## src/rtl/ysyx_23060240_mem_arb_if.sv

```systemverilog
// Bundle of IFU, LSU and memory-side signals around the memory arbiter.
// The arbiter takes the slave view; requesters and memory together form the master view.
interface ysyx_23060240_mem_arb_if;
  logic        ifu_req_valid;
  logic        ifu_req_ready;
  logic [31:0] ifu_addr;
  logic        ifu_rsp_valid;
  logic [31:0] ifu_rsp_data;
  logic        ifu_rsp_err;

  logic        lsu_req_valid;
  logic        lsu_req_ready;
  logic        lsu_we;
  logic [31:0] lsu_addr;
  logic [31:0] lsu_wdata;
  logic [7:0]  lsu_wmask;
  logic        lsu_rsp_valid;
  logic [31:0] lsu_rsp_data;
  logic        lsu_rsp_err;

  logic        mem_req;
  logic        mem_we;
  logic [31:0] mem_addr;
  logic [31:0] mem_wdata;
  logic [7:0]  mem_wmask;
  logic        mem_rsp_valid;
  logic [31:0] mem_rsp_data;

  modport slave (
    input  ifu_req_valid, ifu_addr,
    input  lsu_req_valid, lsu_we, lsu_addr, lsu_wdata, lsu_wmask,
    input  mem_rsp_valid, mem_rsp_data,
    output ifu_req_ready, ifu_rsp_valid, ifu_rsp_data, ifu_rsp_err,
    output lsu_req_ready, lsu_rsp_valid, lsu_rsp_data, lsu_rsp_err,
    output mem_req, mem_we, mem_addr, mem_wdata, mem_wmask
  );

  modport master (
    output ifu_req_valid, ifu_addr,
    output lsu_req_valid, lsu_we, lsu_addr, lsu_wdata, lsu_wmask,
    output mem_rsp_valid, mem_rsp_data,
    input  ifu_req_ready, ifu_rsp_valid, ifu_rsp_data, ifu_rsp_err,
    input  lsu_req_ready, lsu_rsp_valid, lsu_rsp_data, lsu_rsp_err,
    input  mem_req, mem_we, mem_addr, mem_wdata, mem_wmask
  );
endinterface

```

## src/rtl/ysyx_23060240_mem_arb.sv

```systemverilog
// Shares the single memory port between IFU and LSU: one transaction in flight,
// round-robin on ties, per-transaction timeout reported as an error response.
module ysyx_23060240_mem_arb #(
  parameter int TIMEOUT = 64,
  parameter int CNT_W   = 8
) (
  input logic                     clk,
  input logic                     rst,
  ysyx_23060240_mem_arb_if.slave  bus
);

  localparam logic [1:0] IDLE  = 2'd0;
  localparam logic [1:0] ISSUE = 2'd1;
  localparam logic [1:0] WAIT  = 2'd2;
  localparam logic [1:0] RESP  = 2'd3;

  localparam logic OWN_IFU = 1'b0;
  localparam logic OWN_LSU = 1'b1;

  localparam logic [CNT_W-1:0] LIMIT = CNT_W'(TIMEOUT - 1);

  logic [1:0]       r_state;
  logic             r_lastGrant;
  logic             r_owner;
  logic             r_we;
  logic [31:0]      r_addr;
  logic [31:0]      r_wdata;
  logic [7:0]       r_wmask;
  logic [31:0]      r_rdata;
  logic             r_err;
  logic [CNT_W-1:0] r_cnt;

  logic w_grantIfu;
  logic w_grantLsu;
  logic w_expire;
  logic w_resp;

  // On a tie the master that did not win last time gets the port.
  always_comb begin
    w_grantIfu = 1'b0;
    w_grantLsu = 1'b0;
    if (r_state == IDLE) begin
      if (bus.ifu_req_valid && bus.lsu_req_valid) begin
        w_grantLsu = (r_lastGrant == OWN_IFU);
        w_grantIfu = !w_grantLsu;
      end else begin
        w_grantIfu = bus.ifu_req_valid;
        w_grantLsu = bus.lsu_req_valid;
      end
    end
  end

  assign w_expire = (TIMEOUT != 0) && (r_cnt == LIMIT);

  always_ff @(posedge clk) begin
    if (rst) begin
      r_state     <= IDLE;
      r_lastGrant <= OWN_IFU;
      r_owner     <= OWN_IFU;
      r_we        <= 1'b0;
      r_addr      <= '0;
      r_wdata     <= '0;
      r_wmask     <= '0;
      r_rdata     <= '0;
      r_err       <= 1'b0;
      r_cnt       <= '0;
    end else begin
      case (r_state)
        IDLE: begin
          if (w_grantLsu) begin
            r_owner     <= OWN_LSU;
            r_lastGrant <= OWN_LSU;
            r_we        <= bus.lsu_we;
            r_addr      <= bus.lsu_addr;
            r_wdata     <= bus.lsu_wdata;
            r_wmask     <= bus.lsu_we ? bus.lsu_wmask : 8'h00;
            r_state     <= ISSUE;
          end else if (w_grantIfu) begin
            r_owner     <= OWN_IFU;
            r_lastGrant <= OWN_IFU;
            r_we        <= 1'b0;
            r_addr      <= bus.ifu_addr;
            r_wdata     <= '0;
            r_wmask     <= 8'h00;
            r_state     <= ISSUE;
          end
        end
        ISSUE: begin
          r_cnt   <= '0;
          r_state <= WAIT;
        end
        WAIT: begin
          r_cnt <= r_cnt + 1'b1;
          // A completion arriving on the expiry cycle still counts as success.
          if (bus.mem_rsp_valid) begin
            r_rdata <= r_we ? 32'h0 : bus.mem_rsp_data;
            r_err   <= 1'b0;
            r_state <= RESP;
          end else if (w_expire) begin
            r_rdata <= 32'h0;
            r_err   <= 1'b1;
            r_state <= RESP;
          end
        end
        default: r_state <= IDLE;
      endcase
    end
  end

  assign w_resp = (r_state == RESP);

  assign bus.ifu_req_ready = w_grantIfu;
  assign bus.lsu_req_ready = w_grantLsu;

  assign bus.ifu_rsp_valid = w_resp && (r_owner == OWN_IFU);
  assign bus.ifu_rsp_data  = (r_owner == OWN_IFU) ? r_rdata : 32'h0;
  assign bus.ifu_rsp_err   = bus.ifu_rsp_valid && r_err;
  assign bus.lsu_rsp_valid = w_resp && (r_owner == OWN_LSU);
  assign bus.lsu_rsp_data  = (r_owner == OWN_LSU) ? r_rdata : 32'h0;
  assign bus.lsu_rsp_err   = bus.lsu_rsp_valid && r_err;

  assign bus.mem_req   = (r_state == ISSUE);
  assign bus.mem_we    = r_we;
  assign bus.mem_addr  = r_addr;
  assign bus.mem_wdata = r_wdata;
  assign bus.mem_wmask = r_wmask;

endmodule

```

## src/flat_wrapper.sv

```systemverilog
// flat-port wrapper written by rule: the top's interface ports become plain ports
module ysyx_23060240_mem_arb_flat 
#(
  parameter int TIMEOUT = 64,
  parameter int CNT_W   = 8
)
  (clk, rst, bus_ifu_req_valid, bus_ifu_addr, bus_lsu_req_valid, bus_lsu_we, bus_lsu_addr, bus_lsu_wdata, bus_lsu_wmask, bus_mem_rsp_valid, bus_mem_rsp_data, bus_ifu_req_ready, bus_ifu_rsp_valid, bus_ifu_rsp_data, bus_ifu_rsp_err, bus_lsu_req_ready, bus_lsu_rsp_valid, bus_lsu_rsp_data, bus_lsu_rsp_err, bus_mem_req, bus_mem_we, bus_mem_addr, bus_mem_wdata, bus_mem_wmask);
  ysyx_23060240_mem_arb_if bus_i ();
  input logic clk;
  input logic rst;
  input wire logic [$bits(bus_i.ifu_req_valid)-1:0] bus_ifu_req_valid;
  input wire logic [$bits(bus_i.ifu_addr)-1:0] bus_ifu_addr;
  input wire logic [$bits(bus_i.lsu_req_valid)-1:0] bus_lsu_req_valid;
  input wire logic [$bits(bus_i.lsu_we)-1:0] bus_lsu_we;
  input wire logic [$bits(bus_i.lsu_addr)-1:0] bus_lsu_addr;
  input wire logic [$bits(bus_i.lsu_wdata)-1:0] bus_lsu_wdata;
  input wire logic [$bits(bus_i.lsu_wmask)-1:0] bus_lsu_wmask;
  input wire logic [$bits(bus_i.mem_rsp_valid)-1:0] bus_mem_rsp_valid;
  input wire logic [$bits(bus_i.mem_rsp_data)-1:0] bus_mem_rsp_data;
  output wire logic [$bits(bus_i.ifu_req_ready)-1:0] bus_ifu_req_ready;
  output wire logic [$bits(bus_i.ifu_rsp_valid)-1:0] bus_ifu_rsp_valid;
  output wire logic [$bits(bus_i.ifu_rsp_data)-1:0] bus_ifu_rsp_data;
  output wire logic [$bits(bus_i.ifu_rsp_err)-1:0] bus_ifu_rsp_err;
  output wire logic [$bits(bus_i.lsu_req_ready)-1:0] bus_lsu_req_ready;
  output wire logic [$bits(bus_i.lsu_rsp_valid)-1:0] bus_lsu_rsp_valid;
  output wire logic [$bits(bus_i.lsu_rsp_data)-1:0] bus_lsu_rsp_data;
  output wire logic [$bits(bus_i.lsu_rsp_err)-1:0] bus_lsu_rsp_err;
  output wire logic [$bits(bus_i.mem_req)-1:0] bus_mem_req;
  output wire logic [$bits(bus_i.mem_we)-1:0] bus_mem_we;
  output wire logic [$bits(bus_i.mem_addr)-1:0] bus_mem_addr;
  output wire logic [$bits(bus_i.mem_wdata)-1:0] bus_mem_wdata;
  output wire logic [$bits(bus_i.mem_wmask)-1:0] bus_mem_wmask;
  assign bus_i.ifu_req_valid = bus_ifu_req_valid;
  assign bus_i.ifu_addr = bus_ifu_addr;
  assign bus_i.lsu_req_valid = bus_lsu_req_valid;
  assign bus_i.lsu_we = bus_lsu_we;
  assign bus_i.lsu_addr = bus_lsu_addr;
  assign bus_i.lsu_wdata = bus_lsu_wdata;
  assign bus_i.lsu_wmask = bus_lsu_wmask;
  assign bus_i.mem_rsp_valid = bus_mem_rsp_valid;
  assign bus_i.mem_rsp_data = bus_mem_rsp_data;
  assign bus_ifu_req_ready = bus_i.ifu_req_ready;
  assign bus_ifu_rsp_valid = bus_i.ifu_rsp_valid;
  assign bus_ifu_rsp_data = bus_i.ifu_rsp_data;
  assign bus_ifu_rsp_err = bus_i.ifu_rsp_err;
  assign bus_lsu_req_ready = bus_i.lsu_req_ready;
  assign bus_lsu_rsp_valid = bus_i.lsu_rsp_valid;
  assign bus_lsu_rsp_data = bus_i.lsu_rsp_data;
  assign bus_lsu_rsp_err = bus_i.lsu_rsp_err;
  assign bus_mem_req = bus_i.mem_req;
  assign bus_mem_we = bus_i.mem_we;
  assign bus_mem_addr = bus_i.mem_addr;
  assign bus_mem_wdata = bus_i.mem_wdata;
  assign bus_mem_wmask = bus_i.mem_wmask;
  ysyx_23060240_mem_arb #(.TIMEOUT(TIMEOUT), .CNT_W(CNT_W)) u_core (.clk(clk), .rst(rst), .bus(bus_i));
endmodule
```

## config.mk

```make
export PLATFORM = sky130hd
export DESIGN_NAME = ysyx_23060240_mem_arb_flat
export DESIGN_NICKNAME = d
export VERILOG_FILES = /design/src/rtl/ysyx_23060240_mem_arb_if.sv /design/src/rtl/ysyx_23060240_mem_arb.sv /design/src/flat_wrapper.sv
export SDC_FILE = /design/constraint.sdc
export NUM_CORES = 1
export LEC_CHECK = 0
export ABC_AREA = 1
export CAP_MARGIN = 10
export CORE_AREA = 2 2 112 114
export DETAILED_ROUTE_END_ITERATION = 10
export DIE_AREA = 0 0 114 116
export DONT_BUFFER_PORTS = 1
export GPL_TIMING_DRIVEN = 0
export PLACE_DENSITY = 0.65
export SLEW_MARGIN = 15
export SYNTH_ARGS = -nofsm -noshare
export SYNTH_HDL_FRONTEND = slang
export SYNTH_SLANG_ARGS = --single-unit
```

## constraint.sdc

```tcl
create_clock -name clk -period 1.8 [get_ports clk]
set_clock_uncertainty 0.1 [all_clocks]
set_input_delay 0.09 -clock clk [delete_from_list [all_inputs] [get_ports clk]]
set_output_delay 0.09 -clock clk [all_outputs]
set_load 0.05 [all_outputs]
```

## After elaboration in Yosys (flattened, before gate mapping)

Cells that the tools add are included.

- Flip-flop bits (word level): 117
- Bits in latches: 0
- Memory bits (writable): 0
- ROM bits: 0
- Input bits: 142
- Word-level logic and storage cells: 56
- Memories kept: 0

- Add/subtract/negate cells: 1
- Multipliers: 0
- Divide/modulo/power cells: 0
- $lt $le $gt $ge: 0
- Equal/unequal tests: 6
- Shift operators: 0
- Muxes and demuxes: 27
- Bitwise gates (word level): 1
- Reduce and logical (&&, ||, !) cells: 12

Operators by type and width:

| operator | count |
|---|---|
| 2-to-1 mux 32 bit | 9 |
| 2-to-1 mux 8 bit | 3 |
| case mux 8 bit (2 select lines) | 1 |
| 2-to-1 mux 1 bit | 9 |
| adder 8 x 1 -> 8 bit (second input constant) | 1 |
| equality test 8 x 6 -> 1 bit (second input constant) | 1 |
| 2-to-1 mux 2 bit | 4 |
| case mux 2 bit (3 select lines) | 1 |
| AND reduction 2 bit | 3 |
| nonzero test 2 bit | 3 |
| logical AND 1 bit | 5 |
| equality test 2 bit (second input constant) | 2 |
| inequality test 3 x 2 -> 1 bit (second input constant) | 1 |
| inequality test 3 bit (second input constant) | 1 |
| equality test 2 x 1 -> 1 bit (second input constant) | 1 |
| zero test 2 bit | 1 |
| NOT 1 bit | 1 |

## Longest topological paths before layout

Gate-level depths: netlist (run 1).

- Depth in word-level cells: 6
- Gate-level depth with buffers: 10
- Depth with buffers taken out: 9

## Worst setup path after synthesis (run 1)

Ideal clock, no wire load.

- Path kind: register to output
- Start point: reg, netlist name u_core.r_lastGrant
- End point: out bus_ifu_rsp_err
- Data arrival time: 1.674 ns
- Data required time: 1.610 ns
- Slack: -0.064 ns
- Cell stages (with the launch flop): 4
- Buffers on the path: 2
- Cells stage by stage: dfxtp_1 buf_2 buf_2 nor3_1

RTL lines:

| element | line | source |
|---|---|---|
| to (decl) | flat_wrapper.sv:23 | `output wire logic [$bits(bus_i.ifu_rsp_err)-1:0] bus_ifu_rsp_err;` |

==> impl_metrics.json, run 1 <==
{
  "die_w_um": 114,
  "coreArea_um2": 11900,
  "hp-start": "rst",
  "grt-ovfl-total": 0,
  "postPlaceCellArea_um2": 5730,
  "wl_per_cell_um": 17.2,
  "cts_max_level": 4,
  "worstSetupPathType": "reg -> out",
  "grt_max_degree": 17,
  "post-dp-hpwl_mm": 12.5,
  "max-cap-violations": 0,
  "row_count": 40,
  "syn_inst": 839,
  "grt_pass1_vias": 5923,
  "dieArea_um2": 13200,
  "reg2reg_setup_slack_ns": 0.09,
  "period_minus_slack_ns": 1.75,
  "io_pins": 286,
  "vias": 6181,
  "routabilityCongestion": 0.849,
  "numClockSinks": 117,
  "critPathLaunchType": "register",
  "slowest_delay_ns": 0.33,
  "synth_edf_count": 0,
  "synth_common_cells": "nand2_1 (261), dfxtp_1 (117), inv_1 (104), a21oi_1 (85), nor2_1 (80)",
  "synth.most_common_cell": "nand2_1",
  "finalHoldViolations": 0,
  "max_clock_freq_ghz": 0.570,
  "fin_area_um2": 8260,
  "crit_fanout": 10,
  "start_util_pct": 46.5,
  "vdd_drop_max_mv": 0.998,
  "clock_latency_ns": 0.42,
  "layout-drive-gt1-share_pct": 16.9,
  "syn2layout_area_growth_pct": 49.1,
  "path_cells": "clkbuf_4 -> clkbuf_2 -> nand2_1 -> inv_1",
  "portBuffers": 0,
  "synth-seq-cells": 117,
  "async_reset_ff_share_pct": 0,
  "min_path_type": "in -> reg",
  "vias_per_cell": 5.32,
  "cts.clk_slew.worst_paths_ns": 0.06,
  "period_share_pct": 97.5,
  "r2r-end": "u_core.bus.mem_addr[17]",
  "first_iter_violations": 466,
  "avgSynthCellArea_um2": 6.60,
  "nets": 1149,
  "powerDensity_nw_per_um2": 1600,
  "synth.distinct_cells": 22,
  "status": "complete, no violations",
  "wl_met3_mm": 1.74,
  "maxSlewHeadroom_pct": 59.5,
  "hold_ws_ns": 0.0114,
  "grtUsageTotal_pct": 28.8,
  "worstMarginPinSlew_ns": 0.607,
  "finalSetupViolations": 0,
  "slowest_stage": "inv_1",
  "synth_top_area_share_pct": 42.3,
  "wl_met2_mm": 10.3,
  "p_leak_nw": 3.38,
  "yosysWarnings": 0,
  "synth_largest_area_cell": "dfxtp_1",
  "first_pass_iters": 5,
  "yosys_most_used_dff": "dfxtp_1",
  "register_area_um2": 2350,
  "arrival_ns": 1.56,
  "r2r-start": "u_core.r_state[0]",
  "clockBufferDepth": 2,
  "cp.required_ns": 1.61,
  "grt_pass1_wl_mm": 29.6,
  "n_fill_cell": 914,
  "drcViolationCount": 0,
  "die_height_um": 116,
  "hold_path_depth": 2,
  "ant_nets": 0,
  "antenna_cells": 0,
  "root_buffer": "clkbuf_16",
  "cp-end-kind": "output port",
  "reg2regPathDepth": 8,
  "synth_nets": 986,
  "antenna_found_initial": 0,
  "synthesis.area_um2": 5540,
  "met1Wirelength_mm": 7.45,
  "cts_made_buffers": 17,
  "dr.max_layer_used": "met4",
  "synthTopCellsByArea": "dfxtp_1 (42%), nand2_1 (18%), a21oi_1 (7.7%)",
  "wl_mm": 20.0,
  "multiInputGateArea_um2": 2790,
  "slew_viol_final": 0,
  "ys_seq_area_share_pct": 42.3,
  "min_to": "u_core.bus.mem_wdata[3]",
  "cts_tree": "done"
}
layer usage:
layer / vias to the layer above / track usage [%]
met2: 340 / 53.0
li1: 2945 / -
met5: - / 0
met1: 2855 / 30.7
met3: 41 / 9.41
met4: 0 / 11.3
timing repair:
action	4_1_cts	5_1_grt
buffers inserted	0	4
hold endpoints to repair	113	0
cloned	1	0
resized for setup	93	67
hold buffers	140	0
pin swaps	3	6
endpoints found under the setup margin	122	166
power by group:
group          internal, mW  switching (mW)
combinational          1.64            3.25
sequential             3.22            2.00
clock                  1.85            1.29
flip-flops by register name, summed over array words and instances, names as in the netlist:
| signal | cells |
|---|---|
| u_core.r_rdata | 32 |
| u_core.bus.mem_addr | 32 |
| u_core.r_cnt | 8 |
| u_core.bus.mem_wdata | 32 |
| u_core.bus.mem_we | 1 |
| u_core.r_err | 1 |
| u_core.r_state | 2 |
| u_core.r_lastGrant | 1 |
| u_core.bus.mem_wmask | 8 |
kinds of logic (layout without fill, tap and decap cells):
group | after synthesis | count (layout) | synth area share [%]
simple gates | 421 | 421 | 30.8
flops | 117 | 117 | 42.3
xor+xnor | 1 | 1 | 0.158
fa+ha+maj | 5 | 5 | 1.13
compound gates | 120 | 120 | 12.3
buf+inv | 175 | 351 | 13.3
worst max-delay path by stage:
stage	end	slack, ns	startpoint	cells after the start
finish	bus_lsu_rsp_data[8]	0.05	u_core.r_lastGrant	4
global route	bus_lsu_rsp_data[12]	-0.004	u_core.r_lastGrant	4
CTS	bus_ifu_rsp_data[4]	-0.11	u_core.r_lastGrant	3
detailed placement	bus_ifu_req_ready	-0.13	u_core.r_lastGrant	4
global placement	bus_ifu_req_ready	-0.13	u_core.r_lastGrant	4
floorplan	bus_ifu_req_ready	0.13	u_core.r_state[0]	4
stage by stage:
step           cells  power [mW]  util [%]  setup WS [ns]   TNS, ns
2_1_floorplan    839        8.21         -          0.128         0
3_3_place_gp     986        9.04      48.1         -0.131     -3.14
3_5_place_dp     986        9.05      48.1         -0.130     -3.69
4_1_cts         1159        12.9      67.4         -0.109     -2.19
5_1_grt         1162        13.9      69.3       -0.00398  -0.00718
6_report        1162        13.2      69.3         0.0453         0
worst max-delay path, delay by kind of cell (launching register included):
family | cells | cell delay (ns)
buffers and inverters | 3 | 0.77
AND/OR/NAND/NOR | 1 | 0.08
flip-flops | 1 | 0.30
placed cells by master, fill, tap and decap left out, drive strengths merged, types with 2 or more instances in the layout:
cell type,n
nand2,263
dlygate4sd3,140
dfxtp,117
inv,94
a21oi,85
nor2,81
nand3,74
clkbuf,42
buf,40
clkinvlp,32
o211ai,32
ha,5
o21ai,3
nor3,2
clkinv,2
final cells by class:
type | count | share of cell area [%]
multi-input cells | 547 | 33.8
plain buffers | 58 | 4.65
well taps | 147 | 2.23
flip-flops and latches | 117 | 28.4
repair buffers | 145 | 17.7
clock buffers | 20 | 5.53
inverters | 116 | 6.53
clock inverters | 12 | 1.15
Power figures use the tool's default switching activity.
==> run 2: changes to the inputs <==
ABC_AREA = default   (was 1)
MAX_ROUTING_LAYER = met4   (was default)
PLACE_DENSITY = 0.62   (was 0.65)
REMOVE_ABC_BUFFERS = 1   (was default)
==> impl_metrics.json, run 2 <==
{
  "cp.required_ns": 1.61,
  "wl_per_cell_um": 19.1,
  "cts.clk_slew.worst_paths_ns": 0.05,
  "period_share_pct": 109,
  "synth_xor_xnor_area_share_pct": 0.845,
  "post-dp-hpwl_mm": 9.30,
  "synthTopCellsByArea": "dfxtp_1 (45%), mux2i_1 (12%), nor2_1 (5.9%)",
  "nets": 786,
  "yosysWarnings": 0,
  "synth_fa_ha_area_share_pct": 1.21,
  "grt_pass1_vias": 4122,
  "cp-end-kind": "output port",
  "arrival_ns": 1.76,
  "slowest_delay_ns": 0.78,
  "routabilityCongestion": 0.766,
  "synth_compound_area_share_pct": 13.3,
  "die_height_um": 116,
  "clockBufferDepth": 2,
  "numPlacedInstances": 678,
  "antenna_cells": 0,
  "portBuffers": 0,
  "slowest_stage": "nor2b_1",
  "first_pass_iters": 5,
  "min_path_type": "in -> reg",
  "synth-seq-cells": 117,
  "critPathTopFamily": "simple AND/OR/NAND/NOR gates",
  "period_minus_slack_ns": 1.95,
  "dieArea_um2": 13200,
  "pre_cts_ws_ns": -0.787,
  "vias_per_cell": 5.52,
  "yosys.area_share.simple_pct": 22.2,
  "layout_commonest_cell": "dfxtp_1",
  "cts_max_level": 4,
  "postPlaceCellArea_um2": 5360,
  "coreArea_um2": 11900,
  "max-cap-violations": 0,
  "ys_seq_area_share_pct": 45.2,
  "syn_inst": 568,
  "slew_viol_final": 0,
  "synthesis.area_um2": 5180,
  "n_fill_cell": 987,
  "io_pins": 286,
  "synth_top_area_share_pct": 45.2,
  "synth_largest_area_cell": "dfxtp_1",
  "rsz0062_at_grt": "true",
  "violations": "negative hold slack, negative setup slack",
  "worstSetupPathType": "reg -> out",
  "critPathLaunchType": "register",
  "synth_top_family_by_area": "simple AND/OR/NAND/NOR gates",
  "p_leak_nw": 2.79,
  "synth_edf_count": 0,
  "layout-drive-gt1-share_pct": 21.5,
  "hold_ws_ns": -0.320,
  "row_count": 40,
  "finalSetupViolations": 21,
  "worst_slack_ns": -0.154,
  "layout_common_cells": "dfxtp_1 (113), nor2_1 (80), dlygate4sd3_1 (67)",
  "antenna_found_initial": 0,
  "grtUsageTotal_pct": 21.7,
  "ant_nets": 0,
  "finalNonFillerCells": 799,
  "status": "finished, violations left",
  "synth.most_common_cell": "dfxtp_1",
  "syn2layout_area_growth_pct": 37.1,
  "wl_mm": 15.2,
  "powerDensity_nw_per_um2": 1690,
  "synth.distinct_cells": 36,
  "die_w_um": 114,
  "finalHoldViolations": 95,
  "path_cells": "clkbuf_16 -> nor2b_1",
  "cts_tree": "done",
  "start_util_pct": 43.5,
  "cts_made_buffers": 17,
  "clock_latency_ns": 0.41,
  "avgSynthCellArea_um2": 9.13,
  "yosys_most_used_dff": "dfxtp_1",
  "grt_max_degree": 116,
  "postLayoutCoreUtil_pct": 59.7,
  "path_buf_inv": 1,
  "maxSlewHeadroom_pct": 34.9,
  "hold_buffers": 67,
  "numClockSinks": 117,
  "first_iter_violations": 319,
  "vdd_drop_max_mv": 1.11,
  "drcViolationCount": 0,
  "max_clock_freq_ghz": 0.512,
  "grt_pass1_wl_mm": 21.5,
  "root_buffer": "clkbuf_16",
  "crit_fanout": 34,
  "async_reset_ff_share_pct": 0,
  "synth_mux_area_share_pct": 12.4,
  "worstMarginPinSlew_ns": 0.975,
  "vias": 4409,
  "synth_common_cells": "dfxtp_1 (117), nor2_1 (82), mux2i_1 (64), nand2_1 (39)",
  "grt-ovfl-total": 0,
  "fin_area_um2": 7110
}
## run 2: routing by layer
layer	routed length, um	track usage, %	up-vias
met1	6150	24.5	2057
met4	274	7.72	0
met3	1300	7.48	19
li1	-	-	2104
met5	0	-	-
met2	7520	35.8	229
## run 2: report_power, final
part	switching (mW)	internal (mW)	leakage (nW)	total [mW]
sequential	1.94	3.12	0.958	5.06
combinational	2.03	1.72	1.56	3.75
clock	1.15	2.04	0.269	3.19
total	5.12	6.88	2.79	12.0
## run 2: cell type report
class / instances / area, um2 / area share (%)
repair buffers: 97 / 1130 / 15.9
inverters: 6 / 22.5 / 0.317
well taps: 147 / 184 / 2.59
flip-flops and latches: 117 / 2350 / 33.1
clock buffers: 25 / 495 / 6.97
clock inverters: 7 / 71.3 / 1.00
multi-input cells: 400 / 2850 / 40.2
## run 2: worst register-to-register path, cell delays in order (launching register included)
cell       delay, ns
dfxtp_2         0.34
inv_2           0.08
ha_4            0.17
nand2_4         0.08
a21oi_4         0.17
clkbuf_16       0.21
clkbuf_16       0.17
mux2i_1         0.26
a211oi_1        0.10
## run 2: worst paths after layout
path,start,endpoint,slack (ns),cells past startpoint
max,u_core.r_lastGrant,bus_ifu_rsp_data[20],-0.15,2
min,rst,u_core.r_cnt[0],-0.32,1
max reg2reg,u_core.r_state[1],u_core.bus.mem_addr[24],0,8
min reg2reg,u_core.r_cnt[5],u_core.r_cnt[5],0.41,2
## run 2: kinds of logic (layout without fill, tap and decap cells)
kind of cell             after synthesis  after routing
multiplexers                          64             64
XOR/XNOR                               5              5
buffers and inverters                 52            135
AND/OR/NAND/NOR                      232            232
AO/OA/AOI/OAI                         93             94
adder cells (fa/ha/maj)                5              5
flip-flops                           117            117
## run 2: what timing repair did
action	in CTS	in global routing
pin swaps	4	4
endpoints found under the setup margin	142	122
buffers inserted	11	4
cloned	3	4
gates resized for setup	28	63
hold endpoints to repair	117	101
## run 2: through the flow
step,total power [mW],setup TNS [ns]
final,12.0,-2.22
after global placement,7.59,-341.44
after CTS,11.7,-4.13
after global routing,12.5,-3.48
after detailed placement,7.93,-41.91
after floorplan,7.09,-220.97
